## config.mk

```make
export PLATFORM = sky130hd
export DESIGN_NAME = rc_pulse_decoder
export DESIGN_NICKNAME = d
export VERILOG_FILES = /design/src/rtl/rc_pulse_pkg.sv /design/src/rtl/us_tick_gen.sv /design/src/rtl/rc_pulse_decoder.sv
export SDC_FILE = /design/constraint.sdc
export NUM_CORES = 1
export LEC_CHECK = 0
export CAP_MARGIN = 20
export CORE_ASPECT_RATIO = 1.4
export CORE_UTILIZATION = 60
export CTS_BUF_LIST = sky130_fd_sc_hd__clkbuf_16
export CTS_CLUSTER_SIZE = 12
export DETAILED_ROUTE_END_ITERATION = 8
export GPL_TIMING_DRIVEN = 1
export MAX_ROUTING_LAYER = met4
export PLACE_DENSITY_LB_ADDON = 0.15
export SETUP_SLACK_MARGIN = 0.5
export SYNTH_ARGS = -nofsm -noshare
export SYNTH_HDL_FRONTEND = slang
export SYNTH_HIERARCHICAL = 1
export SYNTH_SLANG_ARGS = --single-unit
```

## constraint.sdc

```tcl
create_clock -name clk -period 7.8 [get_ports clk]
set_clock_uncertainty 0.15 [all_clocks]
set_input_delay 1.56 -clock clk [delete_from_list [all_inputs] [get_ports clk]]
set_output_delay 1.56 -clock clk [all_outputs]
set_load 0.02 [all_outputs]
```

## src/rtl/rc_pulse_pkg.sv

```systemverilog
// Shared definitions for the RC pulse decoder.
// - state_t      : measurement FSM states, encoded as read back in status[4:3]
// - ADDR_*       : Avalon-MM register addresses
// - STAT_*       : bit positions inside the status register
package rc_pulse_pkg;

    typedef enum logic [1:0] {
        WAIT_RISE = 2'd0,
        HIGH      = 2'd1,
        LOW       = 2'd2
    } state_t;

    localparam logic [1:0] ADDR_WIDTH  = 2'd0;
    localparam logic [1:0] ADDR_PERIOD = 2'd1;
    localparam logic [1:0] ADDR_STATUS = 2'd2;
    localparam logic [1:0] ADDR_INFO   = 2'd3;

    localparam int unsigned STAT_VALID    = 0;
    localparam int unsigned STAT_TIMEOUT  = 1;
    localparam int unsigned STAT_RANGE    = 2;
    localparam int unsigned STAT_STATE_LO = 3;

endpackage

```

## src/rtl/us_tick_gen.sv

```systemverilog
// Prescaler producing a one-cycle tick every DIV clock cycles.
// Ports:
//   clk      in   system clock
//   reset_n  in   asynchronous active-low reset
//   us_tick  out  high for one cycle when the prescaler wraps
module us_tick_gen #(
    parameter int unsigned DIV = 50
) (
    input  logic clk,
    input  logic reset_n,
    output logic us_tick
);

    localparam int unsigned    PW   = (DIV > 1) ? $clog2(DIV) : 1;
    localparam logic [PW-1:0]  LAST = PW'(DIV - 1);

    logic [PW-1:0] cnt;

    always_ff @(posedge clk or negedge reset_n) begin
        if (!reset_n) begin
            cnt <= '0;
        end else if (cnt == LAST) begin
            cnt <= '0;
        end else begin
            cnt <= cnt + PW'(1);
        end
    end

    assign us_tick = (cnt == LAST);

endmodule

```

## src/rtl/rc_pulse_decoder.sv

```systemverilog
// Servo-style PWM pulse decoder with an Avalon-MM slave register interface.
// Measures high-time and rising-to-rising period in microseconds and flags
// out-of-range pulses and loss of signal.
// Ports:
//   clk            in   system clock
//   reset_n        in   asynchronous active-low reset
//   pulse_in       in   asynchronous RC pulse pin
//   avs_address    in   register select (0 width, 1 period, 2 status, 3 info)
//   avs_read       in   read strobe
//   avs_readdata   out  registered read data, latency 1
//   avs_write      in   write strobe
//   avs_writedata  in   write data (only status W1C bits are used)
module rc_pulse_decoder #(
    parameter int unsigned CLK_HZ     = 50000000,
    parameter int unsigned MIN_US     = 800,
    parameter int unsigned MAX_US     = 2200,
    parameter int unsigned TIMEOUT_US = 50000,
    parameter int unsigned CNT_W      = 16
) (
    input  logic        clk,
    input  logic        reset_n,
    input  logic        pulse_in,
    input  logic [1:0]  avs_address,
    input  logic        avs_read,
    output logic [31:0] avs_readdata,
    input  logic        avs_write,
    input  logic [31:0] avs_writedata
);
    import rc_pulse_pkg::*;

    localparam int unsigned       DIV       = CLK_HZ / 1000000;
    localparam int unsigned       IW        = $clog2(TIMEOUT_US + 1);
    localparam logic [CNT_W-1:0]  MIN_C     = CNT_W'(MIN_US);
    localparam logic [CNT_W-1:0]  MAX_C     = CNT_W'(MAX_US);
    localparam logic [IW-1:0]     IDLE_LAST = IW'(TIMEOUT_US - 1);
    localparam logic [IW-1:0]     IDLE_TOP  = IW'(TIMEOUT_US);

    logic us_tick;

    us_tick_gen #(.DIV(DIV)) u_tick (
        .clk     (clk),
        .reset_n (reset_n),
        .us_tick (us_tick)
    );

    // Synchroniser plus registered edge detector. Edges are suppressed until
    // the pipeline holds real pin samples, so a pin already high at reset
    // release is not mistaken for a rising edge.
    logic       sync1, sync2, sync3;
    logic [1:0] fill;
    logic       rise, fall;

    always_ff @(posedge clk or negedge reset_n) begin
        if (!reset_n) begin
            sync1 <= 1'b0;
            sync2 <= 1'b0;
            sync3 <= 1'b0;
            fill  <= '0;
            rise  <= 1'b0;
            fall  <= 1'b0;
        end else begin
            sync1 <= pulse_in;
            sync2 <= sync1;
            sync3 <= sync2;
            if (fill != 2'd3) fill <= fill + 2'd1;
            rise  <= (fill == 2'd3) && sync2 && !sync3;
            fall  <= (fill == 2'd3) && !sync2 && sync3;
        end
    end

    // Microsecond counters; hi/per saturate, idle stops at the timeout value
    // so the timeout fires once per idle interval.
    logic [CNT_W-1:0] hi_cnt, per_cnt;
    logic [IW-1:0]    idle_cnt;
    logic             timeout_hit;

    assign timeout_hit = us_tick && (idle_cnt == IDLE_LAST);

    always_ff @(posedge clk or negedge reset_n) begin
        if (!reset_n) begin
            hi_cnt   <= '0;
            per_cnt  <= '0;
            idle_cnt <= '0;
        end else begin
            if (rise) begin
                hi_cnt  <= '0;
                per_cnt <= '0;
            end else if (us_tick) begin
                if (hi_cnt  != '1) hi_cnt  <= hi_cnt  + CNT_W'(1);
                if (per_cnt != '1) per_cnt <= per_cnt + CNT_W'(1);
            end
            if (rise || fall) begin
                idle_cnt <= '0;
            end else if (us_tick && idle_cnt != IDLE_TOP) begin
                idle_cnt <= idle_cnt + IW'(1);
            end
        end
    end

    // Measurement FSM
    state_t state_q, state_d;
    logic   latch_width, latch_period, set_valid, set_range, set_timeout;

    always_ff @(posedge clk or negedge reset_n) begin
        if (!reset_n) state_q <= WAIT_RISE;
        else          state_q <= state_d;
    end

    always_comb begin
        state_d      = state_q;
        latch_width  = 1'b0;
        latch_period = 1'b0;
        set_valid    = 1'b0;
        set_range    = 1'b0;
        set_timeout  = 1'b0;
        case (state_q)
            WAIT_RISE: if (rise) state_d = HIGH;
            HIGH: if (fall) begin
                state_d = LOW;
                if (hi_cnt >= MIN_C && hi_cnt <= MAX_C) begin
                    latch_width = 1'b1;
                    set_valid   = 1'b1;
                end else begin
                    set_range   = 1'b1;
                end
            end
            LOW: if (rise) begin
                state_d      = HIGH;
                latch_period = 1'b1;
            end
            default: state_d = WAIT_RISE;
        endcase
        // An edge in the same cycle overrides the timeout.
        if (timeout_hit && !rise && !fall) begin
            state_d     = WAIT_RISE;
            set_timeout = 1'b1;
        end
    end

    // Result and status registers
    logic [CNT_W-1:0] width_q, period_q;
    logic             valid_q, timeout_q, range_q;
    logic             status_wr;

    assign status_wr = avs_write && (avs_address == ADDR_STATUS);

    always_ff @(posedge clk or negedge reset_n) begin
        if (!reset_n) begin
            width_q   <= '0;
            period_q  <= '0;
            valid_q   <= 1'b0;
            timeout_q <= 1'b0;
            range_q   <= 1'b0;
        end else begin
            if (latch_width)  width_q  <= hi_cnt;
            if (latch_period) period_q <= per_cnt;
            if (set_valid)                     valid_q <= 1'b1;
            else if (set_range || set_timeout) valid_q <= 1'b0;
            if (set_timeout)                                   timeout_q <= 1'b1;
            else if (status_wr && avs_writedata[STAT_TIMEOUT]) timeout_q <= 1'b0;
            if (set_range)                                     range_q   <= 1'b1;
            else if (status_wr && avs_writedata[STAT_RANGE])   range_q   <= 1'b0;
        end
    end

    logic [31:0] status_word;

    always_comb begin
        status_word                       = '0;
        status_word[STAT_VALID]           = valid_q;
        status_word[STAT_TIMEOUT]         = timeout_q;
        status_word[STAT_RANGE]           = range_q;
        status_word[STAT_STATE_LO +: 2]   = state_q;
    end

    always_ff @(posedge clk or negedge reset_n) begin
        if (!reset_n) begin
            avs_readdata <= '0;
        end else if (avs_read) begin
            case (avs_address)
                ADDR_WIDTH:  avs_readdata <= 32'(width_q);
                ADDR_PERIOD: avs_readdata <= 32'(period_q);
                ADDR_STATUS: avs_readdata <= status_word;
                default:     avs_readdata <= 32'(DIV);
            endcase
        end
    end

    logic unused;
    assign unused = ^{avs_writedata[31:3], avs_writedata[0]};

endmodule

```

; ---- Word level (Yosys, flattened, before mapping)
; Cells that the tools add are included.
[word_totals]
regBits = 130
in_bits = 39
[op_classes]
add_sub_neg = 5
n_lt_le_gt_ge = 2
eq_ne = 13
muxes = 29
n_reduce_logical = 31
[ops]
columns = operator, n
row1 = 16-bit 2-to-1 mux, 8
row2 = 16-bit by 1-bit adder with 16-bit output (second input constant), 3
row3 = 16-bit != test (second input constant), 3
row4 = 16-bit case mux with 3 select lines, 1
row5 = 16-bit == test (second input constant), 1
row6 = 16-bit by 10-bit >= comparator with 1-bit output (second input constant), 1
row7 = 16-bit by 12-bit less-or-equal comparator with 1-bit output (second input constant), 1
row8 = 1-bit 2-to-1 mux, 15
row9 = 2-bit nonzero test, 7
row10 = 1-bit logical AND, 12
row11 = 6-bit by 1-bit adder with 6-bit output (second input constant), 1
row12 = 2-bit == test (second input constant), 3
row13 = 6-bit == test (second input constant), 1
row14 = 2-bit 2-to-1 mux, 3
row15 = 6-bit 2-to-1 mux, 1
row16 = 2-bit AND reduction, 3
row17 = 2-bit by 1-bit == test with 1-bit output (second input constant), 2
row18 = 1-bit logical NOT, 4
row19 = 2-bit logical NOT, 2
row20 = 2-bit case mux with 2 select lines, 1
row21 = 3-bit by 1-bit != test with 1-bit output (second input constant), 1
row22 = 3-bit != test (second input constant), 1
row23 = 2-bit by 1-bit adder with 2-bit output (second input constant), 1
row24 = 1-bit logical OR, 2
row25 = other kinds (2), 2

; ---- Logic depth before layout (Yosys ltp)
; Gate-level depths: netlist (run 1).
[depth]
depth_word = 8
ltp_mapped = 12
ltp_nobuf = 9

; ---- Modules after synthesis
; The synthesis (run 1) kept the hierarchy.
[by_module_without_submodules]
columns = module, n_inst, cells_each, area_each_um2, seq_area_each_um2
row1 = rc_pulse_decoder, 1, 505, 5253.8, 2702.6
row2 = us_tick_gen, 1, 26, 285.3, 150.1

; ---- Least setup slack after synthesis (run 1)
; Ideal clock, no wire load.
[synth_path]
path_type = input to register
from = in avs_address[0]
to = reg avs_readdata[14]
setup_ns = 0.138
arrival_ns = 2.689
required_ns = 7.512
path_slack_ns = 4.823
stages = 4
path_cell_list = clkbuf_1 -> clkbuf_1 -> mux2i_1 -> o22ai_1
[synth_between]
elab_chain_len = 2
[synth_lines]
columns = item, line_no
row1 = from (decl), rc_pulse_decoder.sv:23  ; input logic [1:0] avs_address,
row2 = 2-bit == test (tied with other cells), rc_pulse_decoder.sv:180  ; case (avs_address)
row3 = 16-bit case mux with 3 select lines (*), rc_pulse_decoder.sv:180
row4 = to (signal assigned), rc_pulse_decoder.sv:181  ; ADDR_WIDTH: avs_readdata <= 32'(width_q);
row5 = to (signal assigned), rc_pulse_decoder.sv:182  ; ADDR_PERIOD: avs_readdata <= 32'(period_q);
row6 = to (signal assigned), rc_pulse_decoder.sv:183  ; ADDR_STATUS: avs_readdata <= status_word;
row7 = to (decl), rc_pulse_decoder.sv:25  ; output logic [31:0] avs_readdata,
; Every way passes the cells marked *; elsewhere a longest branch is shown, timed or not.
; A chain may end at the register's enable or synchronous reset.

; ---- Worst setup path after layout (run 1)
[layout_path]
from = in avs_address[0]
to = reg avs_readdata[1]
; Same word-level chain as after synthesis.

==> key figures, run 1 <==
Status
  – Status: finished, final reports clean

Timing
  – Setup violators final: 0
  – Tcrit/Tclk final: 42.8%
  – Final Hold Viols: 0
  – RSZ-0062 raised after global routing: false
  – TNS Setup: 0 ns
  – Post-layout minimum cycle time: about 3.3 ns
  – Least-Margin Pin Slew: 1.09 ns
  – Max Slew Vio Count: 0
  – Fmax: 299 MHz
  – Relative slew slack: a little over a quarter

Synth
  – Post-Synthesis Cells: about 530
  – Distinct cells, synth: between 50 and 60
  – Sequential fraction of the synthesis area: a little over 50%
  – YS warnings: 6
  – Synthesized flop and latch total: between 100 and 150
  – Post-synth EDFFs: 0
  – Post-synth ARST share: 100%
  – Synthesized area per cell: 10.4 um2
  – Mapped Area: 5540 um2
  – Post-synth top flop: dfrtp_1

Floorplanning
  – Die area: between 9000 and 10,000 um2
  – Die Span Y: 116 um
  – Cell row count: 41
  – Core area: around 9000 um2
  – Initial core utilization: between 60% and 70%
  – Die width: approximately 83 um
  – IO Pins: 71

Worst setup path
  – RR Startpoint: u_tick/cnt[1]
  – Startpoint Class: input port
  – Buffers & Inverters on Critical Path: 1
  – Crit Path Class: in -> reg
  – Arrival @ worst endpoint: 3.48 ns
  – Crit-path slowest cell: clkdlybuf4s50_1
  – CP max stage delay: around 1.2 ns
  – Worst R2R Path Depth: 10
  – Critical path, cell by cell: clkdlybuf4s50_1 -> mux2i_1 -> o21ai_0 -> mux2_2
  – CP required: 7.94 ns
  – CP top delay family: buffers and inverters
  – Reg2Reg Capture Point: per_cnt[13]
  – CP Capture Type: flop
  – Worst reg-to-reg setup slack: between 4 and 5 ns
  – Crit Path Max Fanout: 20

Clock tree
  – Postcts setup bufs: 0
  – CTS H-tree depth: 4
  – Worst-skew pair later-pin latency: between 0.4 and 0.5 ns
  – CTS tree: done
  – Clock Path Buffers: 2
  – Worst-path clk slew: about 0.05 ns
  – Inserted Clock Buffers: 17
  – Hold_buf cts: 0
  – Clock root cell: clkbuf_16
  – Clk sinks: about 110
  – Post-cts resize count: 0

Power
  – Maximum vdd ir drop: 0.206 mV
  – Total power: approximately 0.0015 W
  – PwrDens: between 200 and 250 nW/um2
  – Leak: 2.86 nW

Hold path
  – WHS Path Cells: 0
  – Worst hold path class: reg -> reg
  – Worst hold path startpoint: sync1
  – Hold Crit Endpoint: sync2

Route
  – WL per Instance: between 15 and 20 um
  – Routed vias/inst: 5.82
  – Post-DRT Antenna Nets: 0
  – Total number of vias: 3,899
  – Residual DRC: 0
  – Drt pass-1 iters: 4
  – DR iter-0 viols: between 200 and 250
  – WL final: between 10 and 15 mm

Layout
  – Layout Cells excl Fill: 670
  – Share of layout cells above drive strength 1: between 10% and 20%
  – Commonest cells after routing, fill and taps aside: 114 x dfrtp_1, 53 x nor2_1, 33 x nand2_1
  – Area Growth Syn to Fin: 16.0%
  – Most common cell after layout, fill and taps aside: dfrtp_1
  – Diodes inserted: 0
  – Finished Core Util: 71.6%
  – Design area: ~6400 um2
  – Nets: a little under 600

GRT
  – GR Overflow Total: 0
  – Largest net degree at the start of global routing: 68
  – Initial antenna violation count: 0
  – Number of global-route vias before repair: 3,906
  – Gr usage total: between 20 and 25%
  – First-pass GRT wire length: between 15 and 20 mm

Placed design
  – Placed cell area: approximately 5800 um2
  – Post-Place Cells: 638
  – Detailed Place HPWL: between 6 and 7 mm
  – Final estimated routing congestion in global placement: between 0.8 and 0.9
  – PortBufs: 24

Job
  – MaxCap Viol Count: 0
cells in the mapped netlist (all sizes together) (11+ instances only):
cell	number	area, um2
mux2	31	349
xnor2	31	272
a21oi	22	110
dfrtp	114	2850
clkbuf	19	72.6
inv	24	90.1
nor2	53	199
mux2i	15	150
nand2	33	124
nand3	20	105
o21ai	13	65.1
nor3	11	55.1
o22ai	11	68.8
buf	23	159
flip-flops by register name, indices dropped and copies added, names as in the netlist:
name	count
sync3	1
sync2	1
state_q	2
period_q	16
valid_q	1
timeout_q	1
avs_readdata	16
per_cnt	16
width_q	16
hi_cnt	16
rise	1
idle_cnt	16
sync1	1
u_tick/cnt	6
fall	1
fill	2
range_q	1
routing by layer:
metal	GRT usage, %	wire [um]	share of wire, %	vias up
met5	-	0	0	-
met4	10.1	206	1.9	0
met3	5.63	333	3.1	23
li1	-	-	-	1868
met1	28.3	4630	44	1930
met2	42.1	5480	51	78
cell type report:
cell class / instances / area (um2)
fill: 609 / 2550
sequential: 114 / 2850
inverter: 24 / 90.1
clock inverter: 15 / 240
clock buffer: 17 / 425
tap: 107 / 134
multi-input combinational: 366 / 2420
timing repair buffer: 27 / 260
through the flow:
| step | worst slack, ns | hold WS [ns] |
|---|---|---|
| floorplan | 4.82 | 0.181 |
| global placement | 4.09 | 0.184 |
| detailed placement | 4.06 | 0.189 |
| CTS | 4.49 | 0.201 |
| global route | 4.39 | 0.227 |
| finish | 4.46 | 0.198 |
power breakdown:
part	switching [W]	leakage (nW)	internal (W)	total, W
clock network	0.000270	0.314	0.000596	0.000866
logic	0.0000456	0.999	0.0000210	0.0000666
registers	0.00000758	1.55	0.000602	0.000610
worst max-delay path by stage:
stage / cells after the start / startpoint / end
floorplan: 4 / avs_address[0] / avs_readdata[14]
global placement: 4 / avs_address[0] / avs_readdata[1]
detailed placement: 4 / avs_address[0] / avs_readdata[1]
CTS: 4 / avs_address[0] / avs_readdata[1]
global route: 4 / avs_address[0] / avs_readdata[1]
finish: 4 / avs_address[0] / avs_readdata[1]
logic make-up (layout without fill, tap and decap cells):
logic type,Yosys count,after routing,share of synthesized area (%)
other cells,1,16,0.0677
flops,114,114,51.5
mux,46,46,9.01
compound gates,72,72,8.15
xor+xnor,38,38,6.01
fa+ha+maj,8,8,1.81
buf+inv,66,83,5.81
simple gates,186,186,17.6
Note: power is estimated with default switching activity, not from simulation.
==> inputs of run 2 (changes only) <==
- CORE_UTILIZATION: 60 -> 55
- clock period: 7.8 -> 3.4 ns (I/O delays scaled with it)
==> key figures, run 2 (synthesized netlist as in run 1, its figures left out) <==
Route
  – Drt pass-1 iters: 4 (unchanged)
  – Post-DRT Antenna Nets: 0 (unchanged)
  – Met1 WL: 4.54 mm (-2.0%)
  – Residual DRC: 0 (unchanged)
  – Routed met3 length: 248 um (-26%)
  – WL final: 10.4 mm (-2.1%)
  – Top routing layer in use: met4
  – Routed vias/inst: 5.51 (-5.3%)
  – Total number of vias: 3,897 (-0.051%)
  – Metal2 WL: 5.27 mm (-3.8%)
  – WL per Instance: 14.8 um (-7.2%)
  – DR iter-0 viols: 219 (-9.1%)

Clock tree
  – Clk sinks: 114 (unchanged)
  – Post-cts resize count: 0 (unchanged)
  – Clock Path Buffers: 2 (unchanged)
  – Hold_buf cts: 0 (unchanged)
  – Postcts setup bufs: 0 (unchanged)
  – Worst-skew pair later-pin latency: 0.41 ns (about the same)
  – Clock root cell: clkbuf_16
  – Worst-path clk slew: 0.05 ns (about the same)
  – Inserted Clock Buffers: 17 (unchanged)
  – CTS tree: done
  – CTS H-tree depth: 4 (unchanged)

Worst setup path
  – CP max stage delay: 0.47 ns (-0.71 ns)
  – Worst R2R Path Depth: 9 (-1)
  – Critical path, cell by cell: inv_1 -> ha_1 -> nor2b_1 -> and4b_1 -> o211a_1 -> or3b_1 -> or3b_2 -> xor2_1 -> nor2_1
  – CP Capture Type: flop
  – CP required: 3.54 ns (-4.40 ns)
  – Reg2Reg Capture Point: hi_cnt[11]
  – Crit-path slowest cell: or3b_2
  – Crit Path Max Fanout: 4 (-80%)
  – Setup crit end: hi_cnt[11]
  – RR Startpoint: u_tick/cnt[1]
  – Crit Path Class: reg -> reg
  – Worst reg-to-reg setup slack: 0.72 ns (-4.03 ns)
  – Startpoint Class: flop
  – Worst Setup SP: u_tick/cnt[1]
  – Arrival @ worst endpoint: 2.82 ns (-0.66 ns)

GRT
  – Gr usage total: 23.3% (-1.4 points)
  – Initial antenna violation count: 0 (unchanged)
  – GR Overflow Total: 0 (unchanged)
  – First-pass GRT wire length: 18.2 mm (+0.30%)
  – Number of global-route vias before repair: 3,930 (+0.61%)
  – Largest net degree at the start of global routing: 64 (-5.9%)

Power
  – PwrDens: 512 nW/um2 (+110%)
  – Total power: 0.00330 W (+110%)
  – Maximum vdd ir drop: 0.398 mV (+94%)
  – Leak: 2.88 nW (+0.71%)

Layout
  – Most common cell after layout, fill and taps aside: dfrtp_1
  – Share of layout cells above drive strength 1: 12.9% (+1.2 points)
  – Nets: 606 (+1.5%)
  – Commonest cells after routing, fill and taps aside: 114 x dfrtp_1, 53 x nor2_1, 33 x nand2_1
  – Fill cells: 784 (+29%)
  – Reg area: 2850 um2 (unchanged)
  – Diodes inserted: 0 (unchanged)
  – Area Growth Syn to Fin: 16.5%
  – Multi-input gate area: 2420 um2 (unchanged)

Hold path
  – Worst hold path class: in -> async

Timing
  – Final Hold Viols: 0 (unchanged)
  – Least-Margin Pin Slew: 0.773 ns (-0.313 ns)
  – Setup violators final: 0 (unchanged)
  – RSZ-0062 raised after global routing: false
  – Tcrit/Tclk final: 78.9%
  – Post-layout minimum cycle time: between 2 and 3 ns
  – Max Slew Vio Count: 0 (unchanged)
  – Fmax: around 370 MHz
  – Relative slew slack: 48.3% (+21 points)
  – TNS Setup: 0 ns (unchanged)

Floorplanning
  – Die width: 86.8 um (+4.3%)
  – Initial core utilization: 56.3% (-5.4 points)
  – Die Span Y: 121 um (+4.4%)
  – Die area: 10,500 um2 (+8.9%)
  – Cell row count: 43 (+4.9%)
  – Core area: 9850 um2 (+9.7%)
  – IO Pins: 71 (unchanged)

Placed design
  – Final estimated routing congestion in global placement: 0.831 (+1.9%)
  – PortBufs: 24 (unchanged)
  – Detailed Place HPWL: 7.35 mm (+5.4%)

Job
  – MaxCap Viol Count: 0 (unchanged)

Status
  – Status: finished, final reports clean
## run 2: cell count changes in the layout (fill, tap and decap cells not counted)
cell,change
clkinv_2,+1
buf_4,+9
clkinvlp_4,-1
bufinv_16,-3
clkinv_4,+1
inv_6,+1
inv_1,+1
## run 2: how the worst min path moves through the flow
stage | from | endpoint | slack (ns)
floorplan | sync1 | sync2 | 0.18
global placement | sync1 | sync2 | 0.19
detailed placement | sync1 | sync2 | 0.19
CTS | sync1 | sync2 | 0.20
global route | sync1 | sync2 | 0.21
finish | reset_n | hi_cnt[10] | 0.19
## run 2: area by class of cell
class / count / share of cell area [%]
Sequential cell: 114 / 44.2
Multi-Input combinational cell: 366 / 37.5
Clock buffer: 17 / 6.59
Timing Repair Buffer: 36 / 5.08
Clock inverter: 15 / 2.62
Tap cell: 135 / 2.62
Inverter: 24 / 1.40
## run 2: per-stage QoR
stage | cell area (um2) | util [%] | std cells | hold WS [ns] | setup WS, ns
2_1_floorplan | 5600 | - | 546 | 0.181 | 0.765
3_3_place_gp | 5860 | 59.5 | 675 | 0.186 | 0.749
3_5_place_dp | 5860 | 59.5 | 675 | 0.189 | 0.726
4_1_cts | 6450 | 65.6 | 707 | 0.202 | 0.706
5_1_grt | 6450 | 65.6 | 707 | 0.214 | 0.565
6_report | 6450 | 65.6 | 707 | 0.192 | 0.718
## run 2: power by group
group	internal [W]	switching [W]
combinational	0.0000512	0.0000997
clock	0.00114	0.000613
sequential	0.00138	0.0000168
## run 2: worst max-delay path, delay by kind of cell, from the launching register on
family	cells	cell delay, ns
AO/OA/AOI/OAI	1	0.25
buffers and inverters	1	0.06
adder cells (fa/ha/maj)	1	0.12
flip-flops	1	0.40
XOR/XNOR	1	0.16
AND/OR/NAND/NOR	5	1.42
## run 2: layer usage
layer  vias to the layer above  GRT usage [%]
met4                         0           12.9
met3                        23           4.71
met1                      1921           26.9
li1                       1884              -
met2                        69           37.8
met5                         -              -
==> inputs of run 3 (changes only) <==
- CORE_UTILIZATION: 55 -> 50
- clock period: 3.4 -> 2.4 ns (I/O delays scaled with it)
==> key figures, run 3 (synthesized netlist as in run 1, its figures left out) <==
Route
  – Routed vias/inst: 5.48 (-0.57%)
  – Total number of vias: 4,083 (+4.8%)
  – Post-DRT Antenna Nets: 0 (unchanged)
  – WL final: 12.0 mm (+15%)
  – Drt pass-1 iters: 4 (unchanged)
  – DR iter-0 viols: 225 (+2.7%)
  – WL per Instance: 16.2 um (+9.5%)
  – Residual DRC: 0 (unchanged)

Timing
  – RSZ-0062 raised after global routing: true
  – Tcrit/Tclk final: 100% (+21 points)
  – Max Slew Vio Count: 0 (unchanged)
  – Setup violators final: 1 (+1)
  – Worst Setup Slack, final: -0.00595 ns (-0.724 ns)
  – Final Hold Viols: 0 (unchanged)
  – Fmax: 416 MHz (+11%)
  – TNS Setup: -0.00595 ns (-0.00595 ns)
  – Least-Margin Pin Slew: 0.653 ns (-0.121 ns)
  – Relative slew slack: 56.2% (+7.9 points)
  – Post-layout minimum cycle time: 2.41 ns (-0.276 ns)
  – Min Hold Slack: 0.201 ns (+0.00952 ns)

Clock tree
  – Clock Path Buffers: 2 (unchanged)
  – Inserted Clock Buffers: 17 (unchanged)
  – Clk sinks: 114 (unchanged)
  – Clock root cell: clkbuf_16
  – Worst-path clk slew: 0.06 ns (about the same)
  – Worst-skew pair later-pin latency: 0.41 ns (about the same)
  – CTS H-tree depth: 4 (unchanged)
  – CTS tree: done

Layout
  – Fill cells: 813 (+3.7%)
  – Area Growth Syn to Fin: 29.0%
  – Commonest cells after routing, fill and taps aside: 111 x dfrtp_1, 51 x nor2_1, 37 x buf_4
  – Finished Core Util: 66.1% (+0.52 points)
  – Design area: 7140 um2 (+11%)
  – Diodes inserted: 0 (unchanged)
  – Nets: 638 (+5.3%)
  – Most common cell after layout, fill and taps aside: dfrtp_1
  – Share of layout cells above drive strength 1: 26.2% (+13 points)

Floorplanning
  – Initial core utilization: 51.2% (-5.0 points)
  – Die width: 91.0 um (+4.8%)
  – Die area: 11,500 um2 (+9.8%)
  – Cell row count: 45 (+4.7%)
  – Die Span Y: 127 um (+4.8%)
  – Core area: 10,800 um2 (+9.8%)
  – IO Pins: 71 (unchanged)

Worst setup path
  – Reg2Reg Capture Point: hi_cnt[11]
  – Worst Setup SP: u_tick/cnt[1]
  – Arrival @ worst endpoint: 2.60 ns (-0.22 ns)
  – Startpoint Class: flop
  – RR Startpoint: u_tick/cnt[1]
  – CP Capture Type: flop
  – Worst R2R Path Depth: 9 (unchanged)
  – Crit Path Class: reg -> reg
  – Crit Path Max Fanout: 3 (-1)
  – CP required: 2.59 ns (-0.95 ns)
  – Setup crit end: hi_cnt[11]
  – Worst reg-to-reg setup slack: -0.006 ns (-0.72 ns)

Placed design
  – Final estimated routing congestion in global placement: 0.882 (+6.1%)
  – Placed cell area: 6210 um2 (+5.9%)
  – PortBufs: 24 (unchanged)
  – Detailed Place HPWL: 7.97 mm (+8.3%)

Status
  – Failing checks: negative setup slack
  – Status: finished, violations left

Power
  – Switch share: 23.9% (+1.8 points)
  – Combinational power share: 4.7% (about the same)
  – Leak: 3.14 nW (+9.0%)
  – PwrDens: 655 nW/um2 (+28%)
  – Int Power: 0.00356 W (+38%)
  – Clock Power Share: 52.9% (-0.2 points)
  – Maximum vdd ir drop: 0.542 mV (+36%)
  – Switching pwr: 0.00112 W (+53%)
  – Sequential share of power: 42.4% (about the same)

GRT
  – GR Overflow Total: 0 (unchanged)
  – Largest net degree at the start of global routing: 55 (-14%)
  – First-pass GRT wire length: 20.5 mm (+12%)
  – Gr usage total: 23.5% (+0.14 points)
  – Number of global-route vias before repair: 4,243 (+8.0%)
  – Initial antenna violation count: 0 (unchanged)

Job
  – MaxCap Viol Count: 0 (unchanged)

Hold path
  – Worst hold path class: reg -> reg
-- run 3: repair_timing --
action                                 4_1_cts  5_1_grt
cloned                                       1        0
gates resized for setup                     47       17
hold buffers                                 1        0
setup endpoints to repair                   81       69
pin swaps                                    6        8
setup buffers                                7        5
endpoints found under the hold margin       34        0
-- run 3: through the flow --
step	total power (W)	std cells	worst slack [ns]
detailed placement	0.00224	699	-0.0914
CTS	0.00472	740	-0.0123
global route	0.00484	745	-0.134
global placement	0.00224	699	-0.0476
floorplan	0.00215	546	-0.119
finish	0.00468	745	-0.00595
-- run 3: power groups by stage --
stage | Sequential, W | Combinational [W] | Clock (W)
after global placement | 0.00202 | 0.000222 | 0
after CTS | 0.00198 | 0.000222 | 0.00251
final | 0.00198 | 0.000219 | 0.00247
after detailed placement | 0.00202 | 0.000227 | 0
after global routing | 0.00199 | 0.000244 | 0.00260
after floorplan | 0.00202 | 0.000130 | 0
-- run 3: layer usage --
metal  GRT usage [%]  up-vias  share of wire [%]
met4            11.3        0                2.8
met1            28.0     2029                 42
met5               -        -                  0
met2            38.0       81                 52
li1                -     1951                  -
met3            4.92       22                3.1
-- run 3: area by class of cell --
class | instances | area, um2 | share of cell area, %
Multi-Input combinational cell | 366 | 2810 | 39.3
Sequential cell | 114 | 2860 | 40.0
Tap cell | 141 | 176 | 2.47
Inverter | 24 | 90.1 | 1.26
Clock inverter | 15 | 161 | 2.26
Timing Repair Buffer | 68 | 627 | 8.78
Clock buffer | 17 | 425 | 5.96
-- run 3: worst min-delay path by stage --
stage | startpoint | end | cells past startpoint
floorplan | reset_n | avs_readdata[0] | 0
global placement | sync1 | sync2 | 0
detailed placement | sync1 | sync2 | 0
CTS | sync1 | sync2 | 0
global route | sync1 | sync2 | 0
finish | sync1 | sync2 | 0
-- run 3: worst max-delay path: stages, from the launching register on --
cell and delay (ns):
dfrtp_1 0.38, inv_1 0.07, ha_2 0.16, nor2b_4 0.13, and4b_2 0.26, o211a_1 0.18
or3b_4 0.40, or3b_4 0.38, xor2_1 0.14, nor2_1 0.08
